### config.mk
export PLATFORM = sky130hd
export DESIGN_NAME = chord_sequencer
export DESIGN_NICKNAME = d
export VERILOG_FILES = /design/src/rtl/chord_sequencer_pkg.sv /design/src/rtl/chord_sequencer.sv
export SDC_FILE = /design/constraint.sdc
export NUM_CORES = 1
export LEC_CHECK = 0
export BUFFER_PORTS_ARGS = -buffer_cell sky130_fd_sc_hd__buf_2
export CAP_MARGIN = 0
export CELL_PAD_IN_SITES_DETAIL_PLACEMENT = 1
export CELL_PAD_IN_SITES_GLOBAL_PLACEMENT = 1
export CORE_MARGIN = 4
export CORE_UTILIZATION = 29
export DETAILED_ROUTE_END_ITERATION = 8
export PLACE_DENSITY = 0.75
export SLEW_MARGIN = 10
export SYNTH_ARGS = -nofsm -noshare
export SYNTH_HDL_FRONTEND = slang
export SYNTH_SLANG_ARGS = --single-unit
### constraint.sdc
create_clock -name clk -period 1.95 [get_ports clk]
set_input_delay 0.39 -clock clk [delete_from_list [all_inputs] [get_ports clk]]
set_output_delay 0.39 -clock clk [all_outputs]
set_load 0.02 [all_outputs]
### src/rtl/chord_sequencer_pkg.sv
// chord_sequencer_pkg
//   Shared music definitions for the chord sequencer and its song ROM:
//   the ROM word layout (bit positions and field widths), the unpacked
//   entry struct, and the sequencer FSM state encoding.
package chord_sequencer_pkg;

  // ROM word layout, MSB first:
  // [35] end | [34:29] n1 | [28:23] n2 | [22:17] n3 | [16:11] n4 | [10:5] dur | [4:2] meta | [1:0] num
  localparam int WORD_W   = 36;
  localparam int NOTE_W   = 6;
  localparam int DUR_W    = 6;
  localparam int META_W   = 3;
  localparam int NUM_W    = 2;

  localparam int END_BIT  = 35;
  localparam int N1_LSB   = 29;
  localparam int N2_LSB   = 23;
  localparam int N3_LSB   = 17;
  localparam int N4_LSB   = 11;
  localparam int DUR_LSB  = 5;
  localparam int META_LSB = 2;
  localparam int NUM_LSB  = 0;

  typedef enum logic [2:0] {
    ST_IDLE    = 3'd0,
    ST_FETCH   = 3'd1,
    ST_WAIT    = 3'd2,
    ST_LOAD    = 3'd3,
    ST_PLAYING = 3'd4
  } state_t;

  typedef struct packed {
    logic              end_mark;
    logic [NOTE_W-1:0] note1;
    logic [NOTE_W-1:0] note2;
    logic [NOTE_W-1:0] note3;
    logic [NOTE_W-1:0] note4;
    logic [DUR_W-1:0]  duration;
    logic [META_W-1:0] metadata;
    logic [NUM_W-1:0]  num_notes;
  } entry_t;

  // Slice a raw ROM word into named fields using the layout above.
  function automatic entry_t unpack_entry(input logic [WORD_W-1:0] w);
    entry_t e;
    e.end_mark  = w[END_BIT];
    e.note1     = w[N1_LSB   +: NOTE_W];
    e.note2     = w[N2_LSB   +: NOTE_W];
    e.note3     = w[N3_LSB   +: NOTE_W];
    e.note4     = w[N4_LSB   +: NOTE_W];
    e.duration  = w[DUR_LSB  +: DUR_W];
    e.metadata  = w[META_LSB +: META_W];
    e.num_notes = w[NUM_LSB  +: NUM_W];
    return e;
  endfunction

endpackage

### src/rtl/chord_sequencer.sv
// chord_sequencer
//   Walks the entries of the selected song in an external synchronous ROM
//   and hands each playable entry to notes_player with a one-cycle strobe.
//
// Ports
//   clk, reset       single clock, synchronous active-high reset
//   play             level: high runs, low pauses (LOAD waits for it)
//   next_song        pulse: abort and advance to the next song
//   rom_addr         {current_song, idx} to the song ROM
//   rom_data         ROM word, valid one cycle after rom_addr
//   note1..note4, duration, metadata, num_notes
//                    entry fields, held until the next entry is loaded
//   load_new_note    one-cycle strobe telling notes_player to take the fields
//   play_enable      play gated with LOAD/PLAYING
//   done_with_note   pulse from notes_player when the current entry finishes
//   current_song     selected song
//   song_done        one-cycle pulse at the natural end of a song
//   busy             sequencer is not idle
module chord_sequencer
  import chord_sequencer_pkg::*;
#(
  parameter int SONG_BITS = 2,
  parameter int IDX_BITS  = 6
) (
  input  logic                          clk,
  input  logic                          reset,
  input  logic                          play,
  input  logic                          next_song,
  output logic [SONG_BITS+IDX_BITS-1:0] rom_addr,
  input  logic [WORD_W-1:0]             rom_data,
  output logic [NOTE_W-1:0]             note1,
  output logic [NOTE_W-1:0]             note2,
  output logic [NOTE_W-1:0]             note3,
  output logic [NOTE_W-1:0]             note4,
  output logic [DUR_W-1:0]              duration,
  output logic [META_W-1:0]             metadata,
  output logic [NUM_W-1:0]              num_notes,
  output logic                          load_new_note,
  output logic                          play_enable,
  input  logic                          done_with_note,
  output logic [SONG_BITS-1:0]          current_song,
  output logic                          song_done,
  output logic                          busy
);

  localparam logic [IDX_BITS-1:0] IDX_LAST = '1;

  state_t               state, state_nxt;
  logic [IDX_BITS-1:0]  idx, idx_nxt;
  logic [SONG_BITS-1:0] song_nxt;
  logic                 play_q;
  logic                 play_rise;
  logic                 latch_fields;
  entry_t               word;

  assign word      = unpack_entry(rom_data);
  // play_q clears on reset, so play already high at reset release starts a song.
  assign play_rise = play & ~play_q;

  assign rom_addr    = {current_song, idx};
  assign busy        = (state != ST_IDLE);
  assign play_enable = play & ((state == ST_LOAD) | (state == ST_PLAYING));

  // Strobes are combinational so that done_with_note in cycle N yields
  // FETCH at N+1, WAIT at N+2 and the load strobe in LOAD at N+3.
  always_comb begin
    state_nxt     = state;
    idx_nxt       = idx;
    song_nxt      = current_song;
    latch_fields  = 1'b0;
    load_new_note = 1'b0;
    song_done     = 1'b0;

    if (next_song) begin
      // Abort wins over everything else in the same cycle, incl. song end.
      state_nxt = ST_IDLE;
      idx_nxt   = '0;
      song_nxt  = current_song + SONG_BITS'(1);
    end else begin
      unique case (state)
        ST_IDLE: begin
          if (play_rise) state_nxt = ST_FETCH;
        end
        ST_FETCH: begin
          state_nxt = ST_WAIT;
        end
        ST_WAIT: begin
          if (word.end_mark) begin
            song_done = 1'b1;
            idx_nxt   = '0;
            state_nxt = ST_IDLE;
          end else if (word.duration == '0) begin
            // Zero-length entries are skipped; skipping past the last
            // slot ends the song just as finishing it would.
            if (idx == IDX_LAST) begin
              song_done = 1'b1;
              idx_nxt   = '0;
              state_nxt = ST_IDLE;
            end else begin
              idx_nxt   = idx + IDX_BITS'(1);
              state_nxt = ST_FETCH;
            end
          end else begin
            latch_fields = 1'b1;
            state_nxt    = ST_LOAD;
          end
        end
        ST_LOAD: begin
          if (play) begin
            load_new_note = 1'b1;
            state_nxt     = ST_PLAYING;
          end
        end
        ST_PLAYING: begin
          if (done_with_note) begin
            if (idx == IDX_LAST) begin
              song_done = 1'b1;
              idx_nxt   = '0;
              state_nxt = ST_IDLE;
            end else begin
              idx_nxt   = idx + IDX_BITS'(1);
              state_nxt = ST_FETCH;
            end
          end
        end
        default: state_nxt = ST_IDLE;
      endcase
    end

    // Reset overrides: no strobe may escape in the cycle reset is sampled.
    if (reset) begin
      load_new_note = 1'b0;
      song_done     = 1'b0;
    end
  end

  always_ff @(posedge clk) begin
    if (reset) begin
      state        <= ST_IDLE;
      idx          <= '0;
      current_song <= '0;
      play_q       <= 1'b0;
      note1        <= '0;
      note2        <= '0;
      note3        <= '0;
      note4        <= '0;
      duration     <= '0;
      metadata     <= '0;
      num_notes    <= '0;
    end else begin
      state        <= state_nxt;
      idx          <= idx_nxt;
      current_song <= song_nxt;
      play_q       <= play;
      if (latch_fields) begin
        note1     <= word.note1;
        note2     <= word.note2;
        note3     <= word.note3;
        note4     <= word.note4;
        duration  <= word.duration;
        metadata  <= word.metadata;
        num_notes <= word.num_notes;
      end
    end
  end

endmodule

After elaboration in Yosys (flattened, before gate mapping)
Cells that the tools add are included.

Word-level logic and storage cells: 60. Register bits: 47. Input port bits: 41. Output and inout bits: 49.

Mux-type cells: 27. Bitwise logic cells: 4. Eq/ne operators: 9. Reductions and logical operators: 7. $add $sub $neg: 2.

Operators by type and width (count): $mux W6 (4); $mux W1 (15); $mux W3 (5); $pmux W3 S5 (1); $pmux W6 S2 (1); $add A6 B1 Y6 const B (1); $eq A3 B2 Y1 const B (2); $eq A6 B6 Y1 const B (1); $logic_not A6 Y1 (1); $ne A2 B2 Y1 const B (3); $reduce_and A3 Y1 (2); $eq A3 B1 Y1 const B (1); $eq A3 B3 Y1 const B (1); $logic_not A3 Y1 (1); $ne A3 B3 Y1 const B (1); $reduce_bool A3 Y1 (1); $add A2 B1 Y2 const B (1); $and A1 B1 Y1 (2); $pmux W1 S2 (1); $reduce_bool A2 Y1 (1); $reduce_or A2 Y1 (1); $not A1 Y1 (1); $or A1 B1 Y1 (1).

Depth between registers and ports, before layout
Gate-level depths: netlist of the first run.

Depth in word-level cells: 7. Depth in mapped cells: 7. Depth with buffers taken out: 6.

Least setup slack after synthesis of the first run
Ideal clock, no wire load.

Kind: input -> output. From: input port rom_data[5]. To: output port song_done. Arrival: 1.895 ns. Buffers on the path: 0. Required time: 1.560 ns. Stages on the path: 4. Path slack: -0.335 ns. Cells stage by stage: or4_1 > o41a_4 > nand2b_1 > a21oi_1.

Longest elaborated chain between the ends: 6.

RTL lines: start: declaration (line chord_sequencer.sv:30) `input logic [WORD_W-1:0] rom_data,`; $logic_not A6 Y1 (line chord_sequencer.sv:92) `end else if (word.duration == '0) begin`; $mux W1 (line chord_sequencer.sv:92); $mux W1 (line chord_sequencer.sv:88) `if (word.end_mark) begin`; $pmux W1 S2 (line chord_sequencer.sv:80) `unique case (state)`; $mux W1 (line chord_sequencer.sv:74) `if (next_song) begin`; $mux W1 (line chord_sequencer.sv:131) `if (reset) begin`; end: declaration (line chord_sequencer.sv:42) `output logic song_done,`.

No other way between the ends.

Final worst setup path of the first run
From: register state[0]. To: output port song_done.

Longest elaborated chain between the ends: 4. Elaborated cells on any way between the ends: 5. Classes of those cells: 2 x eq/ne; 3 x mux.

RTL lines: start: declaration (line chord_sequencer.sv:48) `state_t state, state_nxt;`; start signal: assignment (line chord_sequencer.sv:151) `state <= state_nxt;`; $eq A3 B3 Y1 or $eq A3 B2 Y1 (tied branches) (line chord_sequencer.sv:80); $pmux W1 S2 * (line chord_sequencer.sv:80); $mux W1 * (line chord_sequencer.sv:74); $mux W1 * (line chord_sequencer.sv:131).

Mark *: on every way between the ends. The rest lies on a longest branch, timed or not.

==> summary.txt, run 1 <==
Synthesis
  • Syn Inst Count: 242
  • EDFF count, synth: 0
  • Area leader, netlist: dfxtp_1
  • Yosys warnings: 0
  • XOR/XNOR share of the synthesized area: between 2 and 3%
  • Primary FF master, synth: dfxtp_1
  • Async set or reset register ratio after synthesis: 0%
  • Yosys top cell area share: between 40% and 50%
  • Combinational family with the most area after synthesis: simple AND/OR/NAND/NOR gates
  • Flops & latches, synth: 47
  • Post-synthesis simple-gate area fraction: a little over a quarter
  • Most frequent cell after synthesis: nand2_1
  • Adder-Cell Fraction of Synth Area: less than 1%
  • Distinct cells, synth: 33
  • Mux share of post-synthesis cell area: 0%
  • Post-Syn Area: approximately 1900 um2
  • Syn_area_per_cell: 8.04 um2
  • Register area share after synthesis: between 40% and 50%
  • Top post-synthesis cells by area: dfxtp_1 48%, nand2_1 15%, a21oi_1 11%
  • Synth top cells by count: 79 x nand2_1, 47 x dfxtp_1, 42 x a21oi_1
  • Post-synth net total: ~280
  • Synth Area in Compound Gates: 15.7%

Clocking
  • CTS Sinks: 47
  • CTS tree: done
  • Worst-path clk slew: approximately 0.09 ns
  • Total CTS buffers: 5
  • H-tree depth: 2
  • Clk_lat worst skew: roughly 0.30 ns
  • Clk buf depth: 2
  • Root Driver: clkbuf_8

Place
  • Post-DP HPWL: about 4300 um
  • IO Port Bufs: between 80 and 90
  • Gpl congestion: 0.734
  • DP Area: about 2600 um2

Cells and area
  • Layout fillers: approximately 820
  • Final instance area: ~2700 um2
  • Area grow syn2layout: 39.9%
  • # diodes: 0
  • Layout Nets: 383
  • Layout cell share with drive strength beyond 1: between 30 and 40%
  • Fin util: between 40 and 50%

Critical path
  • Worst EP required: ~1.6 ns
  • Crit path DAT: about 1.9 ns
  • Startpoint types: flip-flop
  • CP Capture Type: output port
  • CP max FO: 2
  • CP Class: reg2out

Power and ir drop
  • Switching Share: between 20% and 30%
  • Switching power: between 400 and 500 uW
  • Clock Power Share: 37.3%
  • Comb power frac: about 7.5%
  • Max VDD drop: approximately 0.00028 V
  • Power per Cell Area: roughly 650 nW/um2
  • Cell-internal power: around 1300 uW
  • Sequential group share of total power: about 55%
  • Leakage: 0.00118 uW

Drt
  • Post-detailed-route via-to-cell ratio: 4.74
  • Vias: between 1500 and 2000
  • Routed wire length: 5670 um
  • DRC Markers: 0
  • Drt pass-1 iters: 3
  • DRC violation total after the first TritonRoute iteration: 30
  • DR WL/cell: ~14 um
  • Post-DRT Antenna Nets: 0

Timing
  • Actual slew at the worst max-slew pin: 0.546 ns
  • Hold_ws: around 0.32 ns
  • Fmax: around 0.44 GHz
  • Setup_tns: -0.308 ns
  • Final Max Tran Viols: 0
  • Final worst-path cycle share: 116%
  • Hold Vio Cnt, Final: 0
  • RSZ-0062 raised after global routing: yes
  • Min cycle time layout: between 2 and 2.5 ns
  • Fin Clk Skew: slightly below 0.004 ns
  • Setup-failing EPs final: 1
  • Final worst setup slack: -0.308 ns
  • Relative slew margins: 63.4%

Outcome
  • Status: complete, but fails checks
  • Violations in the final reports: setup timing

GRT
  • GR Overflow Total: 0
  • First-pass GRT wire length: around 9700 um
  • All-Layer GR Usage: 14.2%
  • Largest net degree at the start of global routing: 40
  • Vias in the first global route: approximately 2100
  • Initial antenna violation count: 0

Floorplanning
  • Core ar.: about 6400 um2
  • Die W: about 90 um
  • Starting Density: between 30% and 40%
  • I/O pin cnt: 90
  • Die Ht: 89.9 um
  • Die area: just over 8000 um2
  • Std-Cell Rows: 29

Min path
  • Worst min-delay path category: in2reg

Flow run
  • Max Cap Violations: 0
-- worst paths after layout --
path	from	slack (ns)	cells after the start	end
setup / recovery	state[0]$_SDFFE_PP0P_	-0.31	5	song_done
hold / removal	rom_data[32]	0.32	3	note1[3]$_SDFFE_PP0P_
setup reg to reg	state[0]$_SDFFE_PP0P_	0.03	6	note2[2]$_SDFFE_PP0P_
hold reg to reg	note1[1]$_SDFFE_PP0P_	0.45	2	note1[1]$_SDFFE_PP0P_
-- logic make-up after synthesis --
group | count (synthesis)
xor+xnor | 6
buf+inv | 19
compound gates | 53
simple gates | 116
flops | 47
fa+ha+maj | 1
-- area by class of cell --
class	count	area [um2]	area share (%)
Inverter	3	11.3	0.414
Timing Repair Buffer	108	647	23.8
Tap cell	77	96.3	3.54
Multi-Input combinational cell	176	921	33.8
Clock inverter	1	7.51	0.276
Sequential cell	47	943	34.7
Clock buffer	7	96.3	3.54
-- state kept, by name, indices dropped and copies added, names as in the netlist --
| signal | cells |
|---|---|
| note3 | 6 |
| state | 3 |
| current_song | 2 |
| note1 | 6 |
| play_q | 1 |
| num_notes | 2 |
| note4 | 6 |
| duration | 6 |
| metadata | 3 |
| note2 | 6 |
| idx | 6 |
-- metrics by stage --
step | total power, uW | cells | worst slack [ns]
CTS | 1790 | 419 | -0.325
detailed placement | 1130 | 411 | -0.304
global route | 1840 | 419 | -0.363
floorplan | 1060 | 242 | -0.103
global placement | 1130 | 411 | -0.297
finish | 1760 | 419 | -0.308
-- power groups by stage --
stage | clock (uW) | combinational [uW] | sequential [uW]
2_1_floorplan | 0 | 55.2 | 1000
3_3_place_gp | 0 | 131 | 995
3_5_place_dp | 0 | 135 | 995
4_1_cts | 685 | 136 | 973
5_1_grt | 718 | 147 | 974
6_report | 656 | 132 | 972
-- layer usage --
layer | global-route usage (%) | share of wire, %
met4 | 4.59 | 1.0
met5 | 0 | 0
met1 | 16.2 | 42
met3 | 3.92 | 5.9
met2 | 25.7 | 51
-- cell usage in the layout (no fill, tap or decap), types with 2 or more instances in the layout --
| cell | count |
|---|---|
| nor2_1 | 11 |
| inv_1 | 3 |
| nand3_1 | 8 |
| a21oi_1 | 41 |
| nand2_1 | 79 |
| nor2b_1 | 2 |
| buf_4 | 16 |
| dfxtp_1 | 45 |
| nand3b_1 | 2 |
| buf_12 | 4 |
| dfxtp_2 | 2 |
| xnor2_1 | 5 |
| buf_2 | 87 |
| o21ai_0 | 4 |
| clkbuf_8 | 7 |
-- critical path, cell delays in order, from the launching register on --
cell and delay [ns]:
dfxtp_1 0.32, or3b_4 0.40, o41a_4 0.44, nand2b_4 0.16, a21oi_4 0.13, buf_6 0.13
-- timing repair --
action | 4_1_cts | 5_1_grt
resized for setup | 4 | 3
hold buffers | 0 | 0
gates cloned | 0 | 0
endpoints found under the hold margin | 0 | 0
setup buffers | 0 | 0
endpoints found under the setup margin | 2 | 37
No activity file was read; power rests on OpenSTA's default activity.
==> inputs of run 2 (changes only) <==
--- a/config.mk
+++ b/config.mk
@@ -12,7 +12,7 @@
 export CORE_MARGIN = 4
 export CORE_UTILIZATION = 29
 export DETAILED_ROUTE_END_ITERATION = 8
-export PLACE_DENSITY = 0.75
+export PLACE_DENSITY_LB_ADDON = 0.1
 export SLEW_MARGIN = 10
 export SYNTH_ARGS = -nofsm -noshare
 export SYNTH_HDL_FRONTEND = slang
==> run 2 against run 1 <==
- final area shrank 0.74%
- final cell count shrank 0.72%
- clock skew grew 0.00084 ns
- die area is the same
- the run still ends with setup timing left
- routed wire length shrank 1.9%
- clock-buffer cell count is the same
- largest power group unchanged
- via count shrank 2.5%
- critical path type unchanged
- critical endpoint unchanged
- sequential power is essentially flat
- critical path depth is the same
- power shrank 2.2%
- combinational power is essentially flat
==> summary.txt, run 2 (same netlist as run 1, synthesis figures left out) <==
Place
  • Gpl congestion: 0.771
  • Place WS: -0.321 ns
  • Placed Cells: approximately 410
  • Post-DP HPWL: about 4100 um
  • DP Area: between 2000 and 3000 um2
  • IO Port Bufs: 89

Cells and area
  • Area grow syn2layout: 38.9%
  • Commonest non-fill, non-tap cell in the layout: buf_2
  • Layout cell share with drive strength beyond 1: about 37%
  • Most frequent cells in the layout: 88 x buf_2, 79 x nand2_1, 44 x dfxtp_1, 41 x a21oi_1, 12 x buf_4
  • Fin cells: around 420
  • # diodes: 0
  • Fin util: 42.1%
  • Layout Nets: between 300 and 400
  • Final instance area: between 2000 and 3000 um2

Critical path
  • CP max FO: 2
  • Crit path DAT: roughly 1.9 ns
  • Startpoint types: flip-flop
  • Launch point of the worst path: state[0]$_SDFFE_PP0P_
  • CP Capture Type: output port
  • CP Class: reg2out
  • Critical R2R Launch: state[0]$_SDFFE_PP0P_
  • Worst EP required: between 1.5 and 2 ns

Power and ir drop
  • Power per Cell Area: between 600 and 700 nW/um2
  • Leakage: around 0.0012 uW
  • Max VDD drop: 0.000294 V

Min path
  • Worst min-delay path category: in2reg
  • Hold Path Origin: rom_data[25]

GRT
  • All-Layer GR Usage: 13.4%
  • Largest net degree at the start of global routing: 40
  • First-pass GRT wire length: slightly above 9000 um
  • Vias in the first global route: around 1900
  • GR Overflow Total: 0
  • Initial antenna violation count: 0

Timing
  • Fin Clk Skew: ~0.0048 ns
  • Hold Vio Cnt, Final: 0
  • Min cycle time layout: roughly 2.3 ns
  • Fmax: roughly 0.44 GHz
  • Actual slew at the worst max-slew pin: around 0.5 ns
  • Final Max Tran Viols: 0
  • Setup-failing EPs final: 1
  • Setup_tns: -0.322 ns
  • Final worst-path cycle share: 117%
  • Final worst setup slack: -0.322 ns
  • Relative slew margins: between 60% and 70%
  • RSZ-0062 raised after global routing: yes

Drt
  • DR WL/cell: ~13 um
  • Drt pass-1 iters: 4
  • Vias: a little under 2000
  • DRC Markers: 0
  • Routed wire length: approximately 5600 um
  • Post-DRT Antenna Nets: 0
  • Post-detailed-route via-to-cell ratio: about 4.7
  • DRC violation total after the first TritonRoute iteration: 22

Clocking
  • Setup Fix Bufs, Post-CTS: 0
  • H-tree depth: 2
  • Hold buffers post-CTS: 0
  • Total CTS buffers: 5
  • CTS tree: done
  • Worst-path clk slew: approximately 0.090 ns
  • CTS Sinks: 47
  • Clk buf depth: 2
  • Clk_lat worst skew: slightly below 0.3 ns
  • Root Driver: clkbuf_8

Floorplanning
  • Die Ht: between 80 and 90 um
  • Die W: 89.9 um
  • Die area: slightly above 8000 um2
  • Core ar.: about 6400 um2
  • I/O pin cnt: 90
  • Std-Cell Rows: 29
  • Starting Density: a little over 30%

Flow run
  • Max Cap Violations: 0

Outcome
  • Violations in the final reports: setup timing
  • Status: complete, but fails checks
## run 2: per-stage QoR
stage	hold slack, ns	power [uW]
finish	0.324	1720
global route	0.323	1810
CTS	0.312	1760
detailed placement	0.444	1130
global placement	0.439	1130
floorplan	0.518	1060
## run 2: per-layer routing
metal | up-vias | global-route usage (%) | share of wire (%)
li1 | 990 | - | -
met4 | 0 | 3.44 | 0.83
met3 | 5 | 4.09 | 5.7
met2 | 58 | 21.2 | 43
met5 | - | 0 | 0
met1 | 885 | 17.8 | 50
## run 2: report_power, final
| part | internal, uW | leakage (uW) | switching, uW | total, uW |
|---|---|---|---|---|
| logic | 57.6 | 0.000726 | 71.8 | 129 |
| registers | 967 | 0.000381 | 5.66 | 972 |
| clock network | 291 | 0.0000484 | 329 | 620 |
| total | 1320 | 0.00116 | 406 | 1720 |
## run 2: worst paths after layout
path	end	slack (ns)	cells past startpoint
min reg2reg	note3[4]$_SDFFE_PP0P_	0.45	2
min	note2[2]$_SDFFE_PP0P_	0.32	3
max	song_done	-0.32	5
max reg2reg	note3[1]$_SDFFE_PP0P_	0.07	6
## run 2: cell type report
class / count / area (um2)
clock buffers: 7 / 86.3
clock inverters: 1 / 8.76
inverters: 3 / 11.3
flip-flops and latches: 47 / 945
well taps: 77 / 96.3
fillers: 814 / 3720
multi-input cells: 176 / 933
repair buffers: 105 / 622
## run 2: what timing repair did
| action | CTS | global route |
|---|---|---|
| gates resized for setup | 3 | 5 |
| pin swaps | 0 | 1 |
| setup endpoints to repair | 1 | 4 |
## run 2: critical path, cell delays in order (launching register included)
cell and delay, ns:
dfxtp_2 0.33, or3b_4 0.39, o41a_4 0.44, nand2b_4 0.16
a21oi_4 0.14, buf_6 0.13
